===== config.mk =====
export PLATFORM = sky130hd
export DESIGN_NAME = axis_pkt_arbiter
export DESIGN_NICKNAME = d
export VERILOG_FILES = /design/src/rtl/axis_arb_pkg.sv /design/src/rtl/axis_rr_sel.sv /design/src/rtl/axis_pkt_arbiter.sv
export SDC_FILE = /design/constraint.sdc
export NUM_CORES = 1
export LEC_CHECK = 0
export BUFFER_PORTS_ARGS = -buffer_cell sky130_fd_sc_hd__buf_2
export CAP_MARGIN = 0
export CORE_MARGIN = 2
export CORE_UTILIZATION = 45
export CTS_CLUSTER_SIZE = 25
export DETAILED_ROUTE_END_ITERATION = 8
export PLACE_DENSITY_LB_ADDON = 0.1
export SYNTH_ARGS = -nofsm -noshare
export SYNTH_HDL_FRONTEND = slang
export SYNTH_SLANG_ARGS = --single-unit

===== constraint.sdc =====
create_clock -name clk -period 2.65 [get_ports clk]
set_clock_uncertainty 0.2 [all_clocks]
set_input_delay 0.3975 -clock clk [delete_from_list [all_inputs] [get_ports clk]]
set_output_delay 0.3975 -clock clk [all_outputs]
set_load 0.02 [all_outputs]

===== src/rtl/axis_arb_pkg.sv =====
// Shared types and round-robin helper for the packet arbiter.
// Supports up to eight requesting sources.
package axis_arb_pkg;

    typedef enum logic {
        IDLE = 1'b0,
        XFER = 1'b1
    } arb_state_t;

    localparam int MAX_SRC = 8;

    // Search starts one past the last winner and wraps at n.
    function automatic int rr_winner(
        input logic [MAX_SRC-1:0] req,
        input logic [2:0]         last,
        input int                 n
    );
        int   win;
        int   idx;
        logic found;
        win   = 0;
        found = 1'b0;
        for (int k = 1; k <= MAX_SRC; k++) begin
            idx = (int'(last) + k) % n;
            if (k <= n && !found && req[idx[2:0]]) begin
                win   = idx;
                found = 1'b1;
            end
        end
        return win;
    endfunction

endpackage


===== src/rtl/axis_rr_sel.sv =====
// Combinational round-robin picker over NUM_SRC request lines.
// Winner is only meaningful while any_req is high.
module axis_rr_sel
    import axis_arb_pkg::*;
#(
    parameter int NUM_SRC = 4,
    localparam int IW = $clog2(NUM_SRC)
) (
    input  logic [NUM_SRC-1:0] req,
    input  logic [IW-1:0]      last_grant,
    output logic [IW-1:0]      winner,
    output logic               any_req
);

    logic [MAX_SRC-1:0] req_ext;
    logic [2:0]         last_ext;

    always_comb begin
        req_ext                = '0;
        req_ext[NUM_SRC-1:0]   = req;
        last_ext               = '0;
        last_ext[IW-1:0]       = last_grant;
    end

    assign winner  = IW'(rr_winner(req_ext, last_ext, NUM_SRC));
    assign any_req = |req;

endmodule


===== src/rtl/axis_pkt_arbiter.sv =====
// Packet-granular round-robin AXIS arbiter with one registered output
// stage and a sticky oversize-packet flag.
module axis_pkt_arbiter
    import axis_arb_pkg::*;
#(
    parameter int NUM_SRC    = 4,
    parameter int DATA_WIDTH = 8,
    parameter int USER_WIDTH = 12,
    parameter int MAX_BEATS  = 1514,
    localparam int IW = $clog2(NUM_SRC)
) (
    input  logic                             clk,
    input  logic                             reset,
    input  logic [NUM_SRC-1:0]               s_axis_tvalid,
    input  logic [NUM_SRC*DATA_WIDTH-1:0]    s_axis_tdata,
    input  logic [NUM_SRC*USER_WIDTH-1:0]    s_axis_tuser,
    input  logic [NUM_SRC-1:0]               s_axis_tlast,
    output logic [NUM_SRC-1:0]               s_axis_tready,
    output logic                             m_axis_tvalid,
    output logic [DATA_WIDTH-1:0]            m_axis_tdata,
    output logic [USER_WIDTH-1:0]            m_axis_tuser,
    output logic                             m_axis_tlast,
    input  logic                             m_axis_tready,
    output logic [IW-1:0]                    grant_idx,
    output logic                             busy,
    output logic                             err_oversize
);

    localparam int CW = $clog2(MAX_BEATS + 2);
    localparam logic [CW-1:0] CNT_SAT = CW'(MAX_BEATS + 1);

    arb_state_t state, state_nxt;

    logic [IW-1:0]         last_grant;
    logic [IW-1:0]         winner;
    logic                  any_req;
    logic                  out_free;
    logic                  accept;
    logic                  sel_valid;
    logic                  sel_last;
    logic [DATA_WIDTH-1:0] sel_data;
    logic [USER_WIDTH-1:0] sel_user;
    logic [CW-1:0]         beat_cnt;
    logic [CW-1:0]         cnt_inc;

    axis_rr_sel #(
        .NUM_SRC (NUM_SRC)
    ) u_rr_sel (
        .req        (s_axis_tvalid),
        .last_grant (last_grant),
        .winner     (winner),
        .any_req    (any_req)
    );

    always_comb begin
        sel_valid = 1'b0;
        sel_last  = 1'b0;
        sel_data  = '0;
        sel_user  = '0;
        for (int i = 0; i < NUM_SRC; i++) begin
            if (grant_idx == IW'(i)) begin
                sel_valid = s_axis_tvalid[i];
                sel_last  = s_axis_tlast[i];
                sel_data  = s_axis_tdata[i*DATA_WIDTH +: DATA_WIDTH];
                sel_user  = s_axis_tuser[i*USER_WIDTH +: USER_WIDTH];
            end
        end
    end

    // Ready depends only on registered state and downstream ready.
    assign out_free = ~m_axis_tvalid | m_axis_tready;
    assign accept   = (state == XFER) & out_free & sel_valid;
    assign busy     = (state == XFER);
    assign cnt_inc  = (beat_cnt == CNT_SAT) ? beat_cnt : beat_cnt + 1'b1;

    always_comb begin
        s_axis_tready = '0;
        if (state == XFER) begin
            s_axis_tready[grant_idx] = out_free;
        end
    end

    always_comb begin
        state_nxt = state;
        unique case (state)
            IDLE: if (any_req) state_nxt = XFER;
            XFER: if (accept && sel_last) state_nxt = IDLE;
            default: state_nxt = IDLE;
        endcase
    end

    always_ff @(posedge clk) begin
        if (reset) begin
            state <= IDLE;
        end else begin
            state <= state_nxt;
        end
    end

    always_ff @(posedge clk) begin
        if (reset) begin
            grant_idx  <= '0;
            last_grant <= IW'(NUM_SRC - 1);
        end else if (state == IDLE && any_req) begin
            grant_idx  <= winner;
            last_grant <= winner;
        end
    end

    always_ff @(posedge clk) begin
        if (reset) begin
            beat_cnt     <= '0;
            err_oversize <= 1'b0;
        end else if (accept) begin
            beat_cnt <= sel_last ? '0 : cnt_inc;
            if (cnt_inc == CNT_SAT) begin
                err_oversize <= 1'b1;
            end
        end
    end

    always_ff @(posedge clk) begin
        if (reset) begin
            m_axis_tvalid <= 1'b0;
            m_axis_tdata  <= '0;
            m_axis_tuser  <= '0;
            m_axis_tlast  <= 1'b0;
        end else if (accept) begin
            m_axis_tvalid <= 1'b1;
            m_axis_tdata  <= sel_data;
            m_axis_tuser  <= sel_user;
            m_axis_tlast  <= sel_last;
        end else if (m_axis_tready) begin
            m_axis_tvalid <= 1'b0;
            m_axis_tlast  <= 1'b0;
        end
    end

endmodule


==> flow_metrics.py <==
metrics = {
    "min_path": {
        "hp-start": "m_axis_tready",
        "hp-class": "input port to flop",
        "hold_depth": 3,
        "min_to": "m_axis_tlast",
    },
    "finish": {
        "multi_input_area_um2": 1490,
        "diodes": 0,
        "final_layout_size_suffix_gt1_share_pct": 41.1,
        "register_area_um2": 782,
        "finalNetCount": 478,
        "fill_cells": 475,
        "layout_commonest_cell": "buf_2",
        "area_growth_pct": 30.2,
        "post-route-util_pct": 61.0,
        "final_cell_mix": "120 x buf_2, 55 x nand2_1, 38 x a21oi_1, 38 x dfxtp_1, 22 x mux4_2",
    },
    "timing": {
        "worstMarginPinSlew_ns": 0.511,
        "hold_viol_final": 0,
        "drv_slew": 0,
        "setup-violations-final": 0,
        "max_freq_ghz": 0.409,
        "max_slew_margin_pct": 65.8,
        "rsz0062_at_grt": "false",
        "period_share_pct": 92.2,
        "period_minus_slack_ns": 2.44,
        "tns_ns": 0,
    },
    "floorplanning": {
        "ioPinCount": 121,
        "die_x_um": 76.9,
        "initial_core_util_pct": 46.8,
        "die_area_um2": 5910,
        "fp-row-count": 26,
        "core_um2": 5110,
        "die_y_um": 76.9,
    },
    "routing": {
        "via_count": 2523,
        "ant_nets": 0,
        "first_iter_violations": 171,
        "wl_per_cell_um": 14.2,
        "drc": 0,
        "drtPass1Iterations": 4,
        "viasPerCell": 5.52,
        "finalWirelength_um": 6480,
    },
    "cts": {
        "cts_setup_buffers": 0,
        "clkSinkCount": 39,
        "cts_tree": "built",
        "clk_latency_ns": 0.29,
        "clk_path_buf_depth": 2,
        "cts_resized": 0,
        "postCtsHoldBufs": 0,
        "cts_made_buffers": 5,
        "htreeDepth": 2,
        "clk_pin_slew_ns": 0.07,
        "clock-root-buffer": "clkbuf_8",
    },
    "yosys": {
        "synth_nets": 366,
        "synth-seq-cells": 39,
        "ys_types": 48,
        "async_flop_share_pct": 0,
        "synth_edf_count": 0,
        "ys.flop_type": "dfxtp_1",
        "avgSynthCellArea_um2": 8.73,
        "yosysWarningCount": 0,
        "syn_area_um2": 2390,
        "ys_seq_area_share_pct": 32.7,
        "synthCells": 274,
    },
    "setup_path": {
        "required_ns": 2.68,
        "critPathBufInv": 0,
        "critPathKind": "flop to flop",
        "r2r_cells": 6,
        "cp.arrival_ns": 2.48,
        "start_kind": "flop",
        "crit_slowest_cell": "or4_4",
        "timing.rr.start": "beat_cnt[0]",
        "rr_endpoint": "err_oversize",
        "crit_path_end_kind": "flop",
        "max_stage_delay_ns": 0.53,
        "rrSetupSlack_ns": 0.21,
        "critPathTopFamily": "simple AND/OR/NAND/NOR gates",
        "cp_cell_sequence": "ha_1, nand2b_1, or4_4, mux2i_1, a2111oi_0, a32o_1",
        "critPathMaxFanout": 8,
    },
    "place": {
        "gp_congestion": 0.878,
        "dpl.hpwl_um": 4940,
        "io_buffers": 120,
    },
    "global_route": {
        "busiest_layer": "met2",
        "grt_overflow_total": 0,
        "gr-usage-met3_pct": 3.65,
        "antenna_found_initial": 0,
        "grt_util_all_layers_pct": 22.3,
        "grt_pass1_vias": 2394,
        "grt_max_degree": 32,
        "grtUsageMet2_pct": 39.2,
        "grt_pass1_wl_um": 10700,
        "grtUsageMet1_pct": 27.4,
    },
    "power": {
        "power_w": 0.00150,
        "vdd_drop_max_uv": 248,
        "cellLeakagePower_nw": 1.30,
        "power_density_nw_per_um2": 481,
    },
    "run_status": {
        "outcome": "finished, final reports clean",
    },
    "run": {
        "maxCapViolations": 0,
    },
}
-- per-stage QoR --
stage | hold slack [ns] | instance area (µm²) | setup WS, ns | cells
finish | 0.182 | 3110 | 0.207 | 457
detailed placement | 0.243 | 3030 | 0.219 | 449
floorplan | 0.291 | 2390 | 0.461 | 274
CTS | 0.176 | 3110 | 0.195 | 457
global route | 0.189 | 3110 | 0.0692 | 457
global placement | 0.240 | 3030 | 0.348 | 449
-- layer usage --
metal	wire (µm)	vias up
met5	0	-
met4	81	0
met3	376	5
met2	3360	92
met1	2660	1199
li1	-	1227
-- cells in the mapped netlist (all sizes together), types with 3 or more instances --
cell | number | share of area (%)
nand2 | 55 | 8.6
dfxtp | 39 | 33
a21oi | 38 | 8.0
mux4 | 22 | 21
nor2 | 20 | 3.1
clkbuf | 14 | 2.3
o21ai | 11 | 2.3
buf | 8 | 2.1
nand2b | 5 | 1.6
a22oi | 4 | 1.3
inv | 4 | 0.63
nor4 | 4 | 1.0
a31oi | 3 | 0.79
nand3 | 3 | 0.63
nand4b | 3 | 1.1
nor2b | 3 | 0.79
or3 | 3 | 0.79
-- worst min-delay path, stage by stage --
cell,delay [ns]
buf_2,0.08
nand3b_1,0.09
a21oi_1,0.06
-- area by class of cell --
class                      instances  area share (%)
clock inverter                     2           0.402
clock buffer                       6            2.33
tap                               70            2.81
sequential                        39            25.1
multi-input combinational        209            47.9
timing repair buffer             127            21.0
inverter                           4           0.482
-- sequential cells by signal, indices dropped and copies added (netlist names) --
signal / cells
m_axis_tuser: 12
beat_cnt: 11
m_axis_tdata: 8
grant_idx: 2
last_grant: 2
busy: 1
err_oversize: 1
m_axis_tlast: 1
m_axis_tvalid: 1
-- worst max path at each step --
stage / endpoint / cells past startpoint / from / slack [ns]
after floorplan: err_oversize / 6 / beat_cnt[0] / 0.46
after global placement: err_oversize / 6 / beat_cnt[0] / 0.35
after detailed placement: err_oversize / 6 / beat_cnt[0] / 0.22
after CTS: err_oversize / 6 / beat_cnt[0] / 0.20
after global routing: err_oversize / 6 / beat_cnt[0] / 0.07
final: err_oversize / 6 / beat_cnt[0] / 0.21
-- power breakdown --
part           internal [W]  leakage [nW]  total, W  switching, W
Clock              0.000184        0.0412  0.000387      0.000204
Sequential         0.000625         0.318  0.000654     0.0000297
Combinational      0.000218         0.945  0.000456      0.000238
Total               0.00103          1.30   0.00150      0.000471
-- kinds of logic (layout without fill, tap and decap cells) --
logic type,Yosys count,after routing,synth area share [%]
mux,24,24,21.6
flops,39,39,32.7
fa+ha+maj,1,1,0.523
simple gates,112,112,22.6
compound gates,70,70,17.0
xor+xnor,2,2,0.733
buf+inv,26,139,5.02
Note: power is estimated with default switching activity, not from simulation.
